<file path="src/rtl/approx_adder_error_monitor_if.sv">
// Tuple stream from the adder under evaluation: operands, carry-in and the approximate result.
// A tuple moves when in_valid and in_ready are both high; the monitor owns in_ready.
interface approx_adder_error_monitor_if #(
  parameter int WIDTH = 16
);
  logic             in_valid;
  logic             in_ready;
  logic [WIDTH-1:0] in_a;
  logic [WIDTH-1:0] in_b;
  logic             in_cin;
  logic [WIDTH-1:0] in_sum;
  logic             in_cout;

  modport master (
    output in_valid, in_a, in_b, in_cin, in_sum, in_cout,
    input  in_ready
  );

  modport slave (
    input  in_valid, in_a, in_b, in_cin, in_sum, in_cout,
    output in_ready
  );
endinterface

</file>
<file path="src/rtl/approx_adder_error_monitor.sv">
// Recomputes exact sums for approximate-adder tuples and accumulates error statistics.
// Stats land 2 edges after acceptance, one tuple per cycle; in_ready is high only in RUN.
module approx_adder_error_monitor #(
  parameter int WIDTH = 16,
  parameter int CNT_W = 32
) (
  input  logic                       clk,
  input  logic                       rst_n,
  input  logic                       start,
  input  logic                       stop,
  approx_adder_error_monitor_if.slave tup,
  output logic                       busy,
  output logic                       done,
  output logic [CNT_W-1:0]           sample_cnt,
  output logic [CNT_W-1:0]           err_cnt,
  output logic [WIDTH:0]             max_ed,
  output logic [CNT_W+WIDTH:0]       sum_ed,
  output logic                       first_err_valid,
  output logic [WIDTH-1:0]           first_err_a,
  output logic [WIDTH-1:0]           first_err_b
);

  localparam logic [1:0] ST_IDLE  = 2'd0;
  localparam logic [1:0] ST_RUN   = 2'd1;
  localparam logic [1:0] ST_DRAIN = 2'd2;
  localparam logic [1:0] ST_DONE  = 2'd3;

  localparam int SUM_W = CNT_W + WIDTH + 1;

  logic [1:0] state_q, state_d;

  logic             s1_vld_q;
  logic [WIDTH:0]   s1_exact_q;
  logic [WIDTH:0]   s1_approx_q;
  logic [WIDTH-1:0] s1_a_q, s1_b_q;

  logic             s2_vld_q;
  logic [WIDTH:0]   s2_ed_q;
  logic [WIDTH-1:0] s2_a_q, s2_b_q;

  logic [CNT_W-1:0] sample_cnt_q, sample_cnt_d;
  logic [CNT_W-1:0] err_cnt_q, err_cnt_d;
  logic [WIDTH:0]   max_ed_q, max_ed_d;
  logic [SUM_W-1:0] sum_ed_q, sum_ed_d;
  logic             fe_vld_q, fe_vld_d;
  logic [WIDTH-1:0] fe_a_q, fe_a_d;
  logic [WIDTH-1:0] fe_b_q, fe_b_d;

  logic             accept;
  logic             clear_stats;
  logic [WIDTH:0]   exact_d;
  logic [WIDTH:0]   approx_d;
  logic [WIDTH:0]   ed_d;
  logic [SUM_W:0]   sum_ext;

  assign tup.in_ready = (state_q == ST_RUN);
  assign accept       = tup.in_valid & tup.in_ready;
  assign clear_stats  = start & ((state_q == ST_IDLE) | (state_q == ST_DONE));

  assign busy = (state_q == ST_RUN) | (state_q == ST_DRAIN);
  assign done = (state_q == ST_DONE);

  always_comb begin
    state_d = state_q;
    case (state_q)
      ST_IDLE:  if (start) state_d = ST_RUN;
      ST_RUN:   if (stop)  state_d = ST_DRAIN;
      // Nothing enters stage 1 in DRAIN, so once it is empty stage 2 retires on this same edge.
      ST_DRAIN: if (!s1_vld_q) state_d = ST_DONE;
      ST_DONE:  if (start) state_d = ST_RUN;
      default:  state_d = ST_IDLE;
    endcase
  end

  assign exact_d  = {1'b0, tup.in_a} + {1'b0, tup.in_b} + {{WIDTH{1'b0}}, tup.in_cin};
  assign approx_d = {tup.in_cout, tup.in_sum};

  assign ed_d = (s1_exact_q >= s1_approx_q) ? (s1_exact_q - s1_approx_q)
                                            : (s1_approx_q - s1_exact_q);

  assign sum_ext = {1'b0, sum_ed_q} + {{(CNT_W + 1){1'b0}}, s2_ed_q};

  always_comb begin
    sample_cnt_d = sample_cnt_q;
    err_cnt_d    = err_cnt_q;
    max_ed_d     = max_ed_q;
    sum_ed_d     = sum_ed_q;
    fe_vld_d     = fe_vld_q;
    fe_a_d       = fe_a_q;
    fe_b_d       = fe_b_q;
    if (clear_stats) begin
      sample_cnt_d = '0;
      err_cnt_d    = '0;
      max_ed_d     = '0;
      sum_ed_d     = '0;
      fe_vld_d     = 1'b0;
      fe_a_d       = '0;
      fe_b_d       = '0;
    end else if (s2_vld_q) begin
      // All accumulators stick at all-ones rather than wrapping.
      if (!(&sample_cnt_q)) sample_cnt_d = sample_cnt_q + {{(CNT_W - 1){1'b0}}, 1'b1};
      if (s2_ed_q != '0) begin
        if (!(&err_cnt_q)) err_cnt_d = err_cnt_q + {{(CNT_W - 1){1'b0}}, 1'b1};
        if (!fe_vld_q) begin
          fe_vld_d = 1'b1;
          fe_a_d   = s2_a_q;
          fe_b_d   = s2_b_q;
        end
      end
      sum_ed_d = sum_ext[SUM_W] ? {SUM_W{1'b1}} : sum_ext[SUM_W-1:0];
      if (s2_ed_q > max_ed_q) max_ed_d = s2_ed_q;
    end
  end

  always_ff @(posedge clk or negedge rst_n) begin
    if (!rst_n) begin
      state_q     <= ST_IDLE;
      s1_vld_q    <= 1'b0;
      s1_exact_q  <= '0;
      s1_approx_q <= '0;
      s1_a_q      <= '0;
      s1_b_q      <= '0;
      s2_vld_q    <= 1'b0;
      s2_ed_q     <= '0;
      s2_a_q      <= '0;
      s2_b_q      <= '0;
    end else begin
      state_q  <= state_d;
      s1_vld_q <= accept;
      if (accept) begin
        s1_exact_q  <= exact_d;
        s1_approx_q <= approx_d;
        s1_a_q      <= tup.in_a;
        s1_b_q      <= tup.in_b;
      end
      s2_vld_q <= s1_vld_q;
      if (s1_vld_q) begin
        s2_ed_q <= ed_d;
        s2_a_q  <= s1_a_q;
        s2_b_q  <= s1_b_q;
      end
    end
  end

  always_ff @(posedge clk or negedge rst_n) begin
    if (!rst_n) begin
      sample_cnt_q <= '0;
      err_cnt_q    <= '0;
      max_ed_q     <= '0;
      sum_ed_q     <= '0;
      fe_vld_q     <= 1'b0;
      fe_a_q       <= '0;
      fe_b_q       <= '0;
    end else begin
      sample_cnt_q <= sample_cnt_d;
      err_cnt_q    <= err_cnt_d;
      max_ed_q     <= max_ed_d;
      sum_ed_q     <= sum_ed_d;
      fe_vld_q     <= fe_vld_d;
      fe_a_q       <= fe_a_d;
      fe_b_q       <= fe_b_d;
    end
  end

  assign sample_cnt      = sample_cnt_q;
  assign err_cnt         = err_cnt_q;
  assign max_ed          = max_ed_q;
  assign sum_ed          = sum_ed_q;
  assign first_err_valid = fe_vld_q;
  assign first_err_a     = fe_a_q;
  assign first_err_b     = fe_b_q;

endmodule
</file>
<file path="src/flat_wrapper.sv">
// flat-port wrapper written by rule: the top's interface ports become plain ports
module approx_adder_error_monitor_flat 
#(
  parameter int WIDTH = 16,
  parameter int CNT_W = 32
)
  (clk, rst_n, start, stop, busy, done, sample_cnt, err_cnt, max_ed, sum_ed, first_err_valid, first_err_a, first_err_b, tup_in_valid, tup_in_a, tup_in_b, tup_in_cin, tup_in_sum, tup_in_cout, tup_in_ready);
  approx_adder_error_monitor_if #(.WIDTH(WIDTH)) tup_i ();
  input  logic clk;
  input  logic rst_n;
  input  logic start;
  input  logic stop;
  output logic busy;
  output logic done;
  output logic [CNT_W-1:0] sample_cnt;
  output logic [CNT_W-1:0] err_cnt;
  output logic [WIDTH:0] max_ed;
  output logic [CNT_W+WIDTH:0] sum_ed;
  output logic first_err_valid;
  output logic [WIDTH-1:0] first_err_a;
  output logic [WIDTH-1:0] first_err_b;
  input wire logic [$bits(tup_i.in_valid)-1:0] tup_in_valid;
  input wire logic [$bits(tup_i.in_a)-1:0] tup_in_a;
  input wire logic [$bits(tup_i.in_b)-1:0] tup_in_b;
  input wire logic [$bits(tup_i.in_cin)-1:0] tup_in_cin;
  input wire logic [$bits(tup_i.in_sum)-1:0] tup_in_sum;
  input wire logic [$bits(tup_i.in_cout)-1:0] tup_in_cout;
  output wire logic [$bits(tup_i.in_ready)-1:0] tup_in_ready;
  assign tup_i.in_valid = tup_in_valid;
  assign tup_i.in_a = tup_in_a;
  assign tup_i.in_b = tup_in_b;
  assign tup_i.in_cin = tup_in_cin;
  assign tup_i.in_sum = tup_in_sum;
  assign tup_i.in_cout = tup_in_cout;
  assign tup_in_ready = tup_i.in_ready;
  approx_adder_error_monitor #(.WIDTH(WIDTH), .CNT_W(CNT_W)) u_core (.clk(clk), .rst_n(rst_n), .start(start), .stop(stop), .tup(tup_i), .busy(busy), .done(done), .sample_cnt(sample_cnt), .err_cnt(err_cnt), .max_ed(max_ed), .sum_ed(sum_ed), .first_err_valid(first_err_valid), .first_err_a(first_err_a), .first_err_b(first_err_b));
endmodule
</file>
<file path="config.mk">
export PLATFORM = sky130hd
export DESIGN_NAME = approx_adder_error_monitor_flat
export DESIGN_NICKNAME = d
export VERILOG_FILES = /design/src/rtl/approx_adder_error_monitor_if.sv /design/src/rtl/approx_adder_error_monitor.sv /design/src/flat_wrapper.sv
export SDC_FILE = /design/constraint.sdc
export NUM_CORES = 1
export LEC_CHECK = 0
export ABC_AREA = 1
export CAP_MARGIN = 25
export CORE_MARGIN = 3
export CORE_UTILIZATION = 52
export DETAILED_ROUTE_END_ITERATION = 6
export PLACE_DENSITY_LB_ADDON = 0.25
export RECOVER_POWER = 100
export SYNTH_ARGS = -nofsm -noshare
export SYNTH_HDL_FRONTEND = slang
export SYNTH_SLANG_ARGS = --single-unit
export TNS_END_PERCENT = 20
</file>
<file path="constraint.sdc">
create_clock -name clk -period 2 [get_ports clk]
set_input_delay 0.3 -clock clk [delete_from_list [all_inputs] [get_ports clk]]
set_output_delay 0.3 -clock clk [all_outputs]
set_load 0.1 [all_outputs]
</file>
* Word level (Yosys, flattened, before mapping)
Index checks and enable logic that the tools add are counted.
Storage, ports and cells: register bits after elaboration 282, bits of input ports 55, output and inout port bits 166, word-level logic and storage cells 82
Cells by class: add/sub/neg operators 7, order comparisons 2, equality and inequality tests 9, muxes and demuxes 29, bitwise operators 4, reductions and logical operators 14
Operator list (number):
- 32-bit two-way mux | 7
- 49-bit two-way mux | 3
- 16-bit two-way mux | 8
- 17-bit two-way mux | 4
- 32-bit by 1-bit adder with 32-bit output, second input constant | 2
- 32-bit AND reduction | 2
- 49-bit by 17-bit adder with 50-bit output | 1
- 17-bit subtractor | 2
- 16-bit by 16-bit adder with 17-bit output | 1
- 17-bit by 1-bit adder with 17-bit output | 1
- 17-bit >= comparator | 1
- 17-bit greater-than comparator | 1
- 17-bit nonzero test | 1
- 3-bit AND reduction | 3
- 2-bit two-way mux | 3
- 2-bit by 1-bit inequality test with 1-bit output, second input constant | 3
- 2-bit inequality test, second input constant | 3
- 2-bit case mux with 3 select lines | 1
- 2-bit AND reduction | 3
- 2-bit nonzero test | 3
- 2-bit == test, second input constant | 2
- 1-bit two-way mux | 3
- 1-bit bitwise AND | 2
- 2-bit by 1-bit == test with 1-bit output, second input constant | 1
- other kinds (3) | 4

* Logic depth before layout (Yosys ltp)
Gate-level depths: netlist (run 1).
depth after elaboration 5, mapped depth 17, gate-level depth less buffers 16

* Least setup slack after synthesis (run 1)
Ideal clock, no wire load.
path kind register to register, from reg u_core.max_ed_q[8] (netlist: u_core.max_ed[8]), to reg u_core.max_ed_q[6] (netlist: u_core.max_ed[6]), setup time 133 ps, arrival 2439 ps, data required time 1867 ps, setup slack -573 ps, cell stages (with the launch flop) 12, path through dfrtp_1 inv_1 ha_1 nand2_1 nor2_1 nand3_1 nor3b_1 nor2_1 nand2_2 buf_2 nand3_1 o21ai_0
Between the ends: word-level cells in the longest chain between the ends 3
Ends and longest elaborated chain:
- start: declaration | RTL line approx_adder_error_monitor.sv:43 | logic [WIDTH:0] max_ed_q, max_ed_d;
- start signal: assignment | RTL line approx_adder_error_monitor.sv:157 | max_ed_q <= max_ed_d;
- 17-bit greater-than comparator | RTL line approx_adder_error_monitor.sv:111 | if (s2_ed_q > max_ed_q) max_ed_d = s2_ed_q;
- 2-bit nonzero test (no source line)
- 2-bit AND reduction (no source line)
No other way between the ends. A chain may end at the register's enable or synchronous reset.

* Worst setup path in the final report (run 1)
from reg u_core.s1_exact_q[0], to reg u_core.s2_ed_q[14]
Between the ends: word-level cells in the longest chain between the ends 2
Ends and longest elaborated chain:
- start: declaration | RTL line approx_adder_error_monitor.sv:33 | logic [WIDTH:0] s1_exact_q;
- start signal: assignment | RTL line approx_adder_error_monitor.sv:131 | s1_exact_q <= exact_d;
- 17-bit subtractor, or another cell as far along | RTL line approx_adder_error_monitor.sv:79 | : (s1_approx_q - s1_exact_q);
- 17-bit two-way mux (*) | RTL line approx_adder_error_monitor.sv:78 | assign ed_d = (s1_exact_q >= s1_approx_q) ? (s1_exact_q - s1_approx_q)
- end signal: assignment | RTL line approx_adder_error_monitor.sv:124 | s2_ed_q <= '0;
- end signal: assignment | RTL line approx_adder_error_monitor.sv:138 | s2_ed_q <= ed_d;
- end: declaration | RTL line approx_adder_error_monitor.sv:38 | logic [WIDTH:0] s2_ed_q;
Mark *: on every way between the ends. The rest lies on a longest branch, timed or not.

==> results of run 1 <==
kinds of logic (layout without fill, tap and decap cells):
group           count (synthesis)  after routing
compound gates                323            323
flops                         282            282
simple gates                 1548           1549
buf+inv                       387            902
fa+ha+maj                      93             93
xor+xnor                       55             55
power groups by stage:
stage	combinational (µW)	sequential (µW)	clock [µW]
after floorplan	11300	14100	0
after global placement	24100	9190	0
after detailed placement	24700	9250	0
after CTS	26900	9260	6360
after global routing	31100	9510	6590
final	29100	9350	6280
flip-flops by register name (all words and copies together), names as in the netlist, 16 cells and up:
name / count
u_core.s2_b_q: 16
u_core.s1_b_q: 16
u_core.s2_a_q: 16
u_core.sample_cnt: 32
u_core.s1_exact_q: 17
u_core.s1_a_q: 16
u_core.sum_ed: 49
u_core.first_err_a: 16
u_core.s2_ed_q: 17
u_core.max_ed: 17
u_core.first_err_b: 16
u_core.s1_approx_q: 17
u_core.err_cnt: 32
worst max-delay path by stage:
stage | startpoint | end | slack (ns) | cells after the start
4_1_cts | u_core.s1_approx_q[0] | u_core.s2_ed_q[14] | -0.04 | 15
3_5_place_dp | tup_in_b[0] | u_core.s1_exact_q[12] | -0.60 | 13
6_report | u_core.s1_exact_q[0] | u_core.s2_ed_q[14] | -0.12 | 15
2_1_floorplan | u_core.max_ed[15] | u_core.max_ed[6] | -0.09 | 10
3_3_place_gp | tup_in_cin | u_core.s1_exact_q[14] | -0.54 | 15
5_1_grt | u_core.s1_exact_q[0] | u_core.s2_ed_q[14] | -0.20 | 15
layer usage:
| layer | share of wire (%) | vias to the layer above |
|---|---|---|
| met5 | 0 | - |
| met4 | 3.3 | 0 |
| met3 | 5.7 | 139 |
| met2 | 48 | 680 |
| met1 | 43 | 9504 |
| li1 | - | 9573 |
tightest hold or removal path, stage by stage:
cell and delay [ns]:
dlymetal6s2s_1 0.13, inv_2 0.07, buf_4 0.10, buf_4 0.10, o21ai_0 0.08
layout make-up:
type	instances	area share, %
inverters	310	4.57
clock inverters	8	0.461
well taps	455	2.21
multi-input cells	2020	44.7
clock buffers	53	3.93
repair buffers	531	15.8
flip-flops and latches	282	28.3
cells in the final DEF (no fill, tap or decap), types with 65 or more instances in the layout:
cell	netlist	final
buf_4	10	260
dfrtp_1	282	154
nor2_1	185	149
dfrtp_2	0	93
nand2_2	7	90
nand3_1	182	152
o21ai_0	189	158
inv_1	295	268
a21oi_1	83	65
clkbuf_2	1	157
nand2_1	1010	897
what timing repair did:
item | CTS | global route
setup endpoints to repair | 144 | 167
gates resized for setup | 160 | 218
hold buffers | 1 | 0
setup buffers | 16 | 23
endpoints found under the hold margin | 50 | 0
cloned | 5 | 4
pin swaps | 40 | 77
stage by stage:
| step | instance area [µm²] | total power, µW | cells |
|---|---|---|---|
| finish | 25800 | 44700 | 3659 |
| detailed placement | 23400 | 33900 | 3551 |
| global placement | 23400 | 33300 | 3551 |
| CTS | 25300 | 42500 | 3634 |
| global route | 25800 | 47200 | 3659 |
| floorplan | 19200 | 25500 | 2688 |
==> results.md, run 1 <==
* Syn-to-layout area delta at 38.8%
* R2R depth at 15
* Post-Synth Adder-Cell Area at 6.47%
* Worst setup margin at -0.123 ns
* Vias in the first global route at 19,200
* Worst-path cell chain: inv_2 -> ha_4 -> fa_2 -> o21ai_2 -> buf_6 -> nand2_2 -> nand2_4 -> nand2_2 -> nand2_1 -> nand2_1 -> nand2_1 -> nand2_1 -> nand2_1 -> nand2_1 -> nand2_1
* Netlist Area Pre-Place at 0.0186 mm²
* RSZ-0062 raised after global routing: true
* Post-synth EDFFs at 0
* GP Congestion at 0.957
* CTS tree: done
* Fin. Hold Viols at 0
* Synth Area in Compound Gates at 9.04%
* Final min period at 2.12 ns
* Worst Hold Launch: tup_in_a[0]
* Initial antenna violation count at 0
* HP Class: in -> reg
* Main combinational cell family by area after synthesis: simple AND/OR/NAND/NOR gates
* H-tree lvl count at 2
* CP Max Fanout at 4
* Count leader, synth: nand2_1
* FF+latch count, synth at 282
* PD cells at 1730 mW/mm²
* Post-layout util at 73.9%
* Failing checks: capacitance limit, slew limit, setup timing
* GR Util All Layers at 31.9%
* Gate power share at 65.0%
* Post-DP HPWL at 46,500 µm
* # setup viols final at 58
* Final Max Slew Viols at 58
* Post-DRT Antenna Nets at 0
* Starting density of the core at 53.2%
* CP top delay family: simple AND/OR/NAND/NOR gates
* Simple-gate area share of the yosys netlist at 35.4%
* Fill cell count at 2,785
* P_leak at 0.0127 µW
* Sw Pwr at 23,000 µW
* Unique masters post-synth at 51
* Post-Route Setup TNS at -2.91 ns
* Int Pwr at 21,600 µW
* Layout cell share with drive strength beyond 1 at 31.8%
* Status: complete, but fails checks
* Worst-margin pin slew at 1.52 ns
* Initial DRC Count at 1,402
* Port Buffers at 220
* Mapped Avg Cell Area at 6.91 µm²
* Max incr delay on CP at 0.42 ns
* Total Wirelength at 64,000 µm
* Vias at 19,900
* I/O pins at 221
* Crit Reg-Reg Startpoint: u_core.s1_exact_q[0]
* Most instantiated cells after synthesis: 1,010 x nand2_1, 295 x inv_1, 282 x dfrtp_1, 189 x o21ai_0, 185 x nor2_1
* Worst endpoint required time at 2.48 ns
* Storage cell area at 0.00730 mm²
* Clk_lat worst skew at 0.55 ns
* Pre-CTS WS at -0.602 ns
* Global-route wire length before repair at 99,500 µm
* Met1 usage at 43.2%
* Root buf cell: clkbuf_16
* Critical Path End Type: flip-flop
* Critical-path top delay cell: dfrtp_1
* Asr flop ratio synth at 100%
* Met3 usage at 4.33%
* Clk buf depth at 3
* Reg2reg setup slack at -0.12 ns
* Vias per Instance at 5.44
* Sw frac at 51.5%
* Max-cap check violation count at 1
* Hold worst-path end: u_core.s1_a_q[0]
* WP buf/inv at 2
* CP Launch Type: flip-flop
* Synth warnings at 0
* Xor/xnor cell area share of the yosys netlist at 2.59%
* Crit-path most repeated cell: nand2_1
* Die ar. at 0.0380 mm²
* Worst VDD drop at 1.77 mV
* Post-layout net count at 3,327
* CORE AREA at 0.0349 mm²
* Die Ht at 195 µm
* Setup Skew at 0.0178 ns
* CP Data Arrival Time at 2.61 ns
* Total gr overflow at 0
* WHS at 0.282 ns
* Post-synthesis cell count at 2,688
* Kind of critical path: reg -> reg
* Residual DRC at 0
* Global-route met2 utilization at 53.2%
* DRT Pass-1 Iters at 6
* Sequential share of power at 20.9%
* Seq/Total Area, Yosys at 38.0%
* CTS sink cnt at 282
* Hold path cells at 5
* Top FF cell, synth: dfrtp_1
* Final period util at 106%
* Slew HR at -1.46%
* Clock Power Share at 14.1%
* Most Crowded Layer GR: met2
* CTS Buf Count at 34
* Maximum clock frequency at 471 MHz
* Ant. Diodes at 0
* Area contributors post-synth: dfrtp_1 38%, nand2_1 20%, inv_1 6.0%
* Synth area leader: dfrtp_1
* Avg WL per Cell at 17.5 µm
* Worst r2r dst: u_core.s2_ed_q[14]
* Syn Nets at 2,836
* Clock transition at path regs at 0.06 ns
* Mux contribution to synthesized area at 0%
* Largest net degree at the start of global routing at 64
* Top cell type's share of synthesized area at 38.0%
* Num rows at 68
* Area of the multi-input gates at 0.0115 mm²
* Chip width at 195 µm
Power figures use the tool's default switching activity.
==> run 2, diff against run 1 <==
Settings changed: MAX_ROUTING_LAYER from default to met4.
==> results.md, run 2 (synthesized netlist as in run 1, its figures left out) <==
* Starting density of the core at 53.2%
* Non-Filler Instances at 3,654
* Initial antenna violation count at 0
* HP Class: in -> reg
* Clk_lat worst skew at 0.56 ns
* Area post-placement at 0.0233 mm²
* Slew HR at 6.36%
* Worst-margin pin slew at 1.40 ns
* Crit Reg-Reg Startpoint: u_core.s2_ed_q[13]
* Final period util at 108%
* Post-DP HPWL at 45,900 µm
* Total gr overflow at 0
* Critical Path End Type: flip-flop
* Root buf cell: clkbuf_16
* Storage cell area at 0.00730 mm²
* CTS sink cnt at 282
* DP Cell Count at 3,548
* Vias in the first global route at 19,100
* Commonest non-fill, non-tap cell in the layout: nand2_1
* Ant. Diodes at 0
* Critical Path Start: u_core.s2_ed_q[13]
* Setup Skew at 0.0231 ns
* CP Data Arrival Time at 2.64 ns
* Area of the multi-input gates at 0.0117 mm²
* Clk buf depth at 3
* Status: complete, but fails checks
* DRT Pass-1 Iters at 7
* Post-DRT Antenna Nets at 0
* Largest net degree at the start of global routing at 62
* Initial DRC Count at 1,450
* Fin. Hold Viols at 0
* Vias at 19,900
* PD cells at 1730 mW/mm²
* Worst VDD drop at 1.61 mV
* Post-layout util at 73.9%
* Most frequent cells in the layout: 895 x nand2_1, 266 x inv_1, 251 x buf_4, 161 x clkbuf_2, 154 x dfrtp_1
* GP Congestion at 0.997
* Final Max Slew Viols at 0
* Die ar. at 0.0380 mm²
* Global-route wire length before repair at 98,000 µm
* # setup viols final at 96
* Worst endpoint required time at 2.48 ns
* Syn-to-layout area delta at 38.8%
* Die Ht at 195 µm
* CP Launch Type: flip-flop
* Total Wirelength at 64,400 µm
* Max-cap check violation count at 0
* P_leak at 0.0126 µW
* Max incr delay on CP at 0.46 ns
* GR Util All Layers at 32.3%
* Num rows at 68
* Failing checks: setup timing
* H-tree lvl count at 2
* Post-layout net count at 3,323
* CP Max Fanout at 5
* Critical-path top delay cell: dfrtp_2
* Tot Pwr at 44,500 µW
* Final min period at 2.16 ns
* Number of flip-flops in the largest register at 49
* Post-Route Setup TNS at -3.64 ns
* Worst-path cell chain: buf_6 -> ha_4 -> nand4_1 -> nor3_2 -> nand4_1 -> nand3_4 -> buf_2 -> nand4_1 -> nand2_1
* Worst Hold Launch: tup_in_a[0]
* CORE AREA at 0.0349 mm²
* Vias per Instance at 5.45
* Fill cell count at 2,742
* Chip width at 195 µm
* RSZ-0062 raised after global routing: true
* Final Cell Area at 0.0258 mm²
* Worst setup margin at -0.160 ns
* Residual DRC at 0
* Layout cell share with drive strength beyond 1 at 32.6%
* CTS Buf Count at 34
* Clock transition at path regs at 0.06 ns
* Kind of critical path: reg -> reg
* Port Buffers at 220
* CTS tree: done
* Crit-path most repeated cell: nand4_1
* Avg WL per Cell at 17.6 µm
* I/O pins at 221
* Maximum clock frequency at 463 MHz
==> run 2: per-stage QoR <==
| stage | hold WS, ns | setup WS (ns) |
|---|---|---|
| after floorplan | 0.00441 | -0.0855 |
| after global placement | 0.251 | -0.546 |
| after detailed placement | 0.259 | -0.567 |
| after CTS | 0.268 | -0.0425 |
| after global routing | 0.287 | -0.221 |
| final | 0.255 | -0.160 |
==> run 2: critical path, delay by kind of cell, from the launching register on <==
kind / cells / cell delay (ns)
simple gates: 6 / 1.04
flops: 1 / 0.46
buf+inv: 2 / 0.34
fa+ha+maj: 1 / 0.25
==> run 2: report_power, final <==
part / total [µW] / leakage (µW) / internal [µW] / switching (µW)
Sequential: 9360 / 0.00353 / 7720 / 1640
Combinational: 29100 / 0.00856 / 10100 / 19000
Clock: 6080 / 0.000519 / 3480 / 2590
==> run 2: final cells by class <==
class	instances	area share, %
Clock buffer	47	3.68
Timing Repair Buffer	526	15.4
Clock inverter	13	0.481
Tap cell	455	2.21
Sequential cell	282	28.3
Multi-Input combinational cell	2021	45.3
Inverter	310	4.59
==> run 2: path summary, 6_finish.rpt <==
check	endpoint	slack, ns	cells after the start
setup reg to reg	u_core.max_ed[9]	-0.16	9
setup / recovery	u_core.max_ed[9]	-0.16	9
hold / removal	u_core.s1_a_q[0]	0.26	5
hold reg to reg	u_core.s1_b_q[6]	0.48	2
max in group asynchronous	u_core.err_cnt[2]	0.11	3
min in group asynchronous	u_core.sample_cnt[21]	0.60	2
==> run 2: timing repair <==
item                                    CTS  global route
pin swaps                                31           126
gates resized for setup                 122           320
endpoints found under the hold margin    42             0
buffers inserted                          6            31
endpoints found under the setup margin  119           181
gates cloned                              2             8
hold buffers                              1             0
==> run 2: per-layer routing <==
layer	GRT usage, %	wire [µm]	vias to the layer above
met4	10.0	1940	0
met3	3.86	3900	152
met5	-	0	-
met1	42.9	27800	9456
li1	-	-	9548
met2	52.1	30800	776
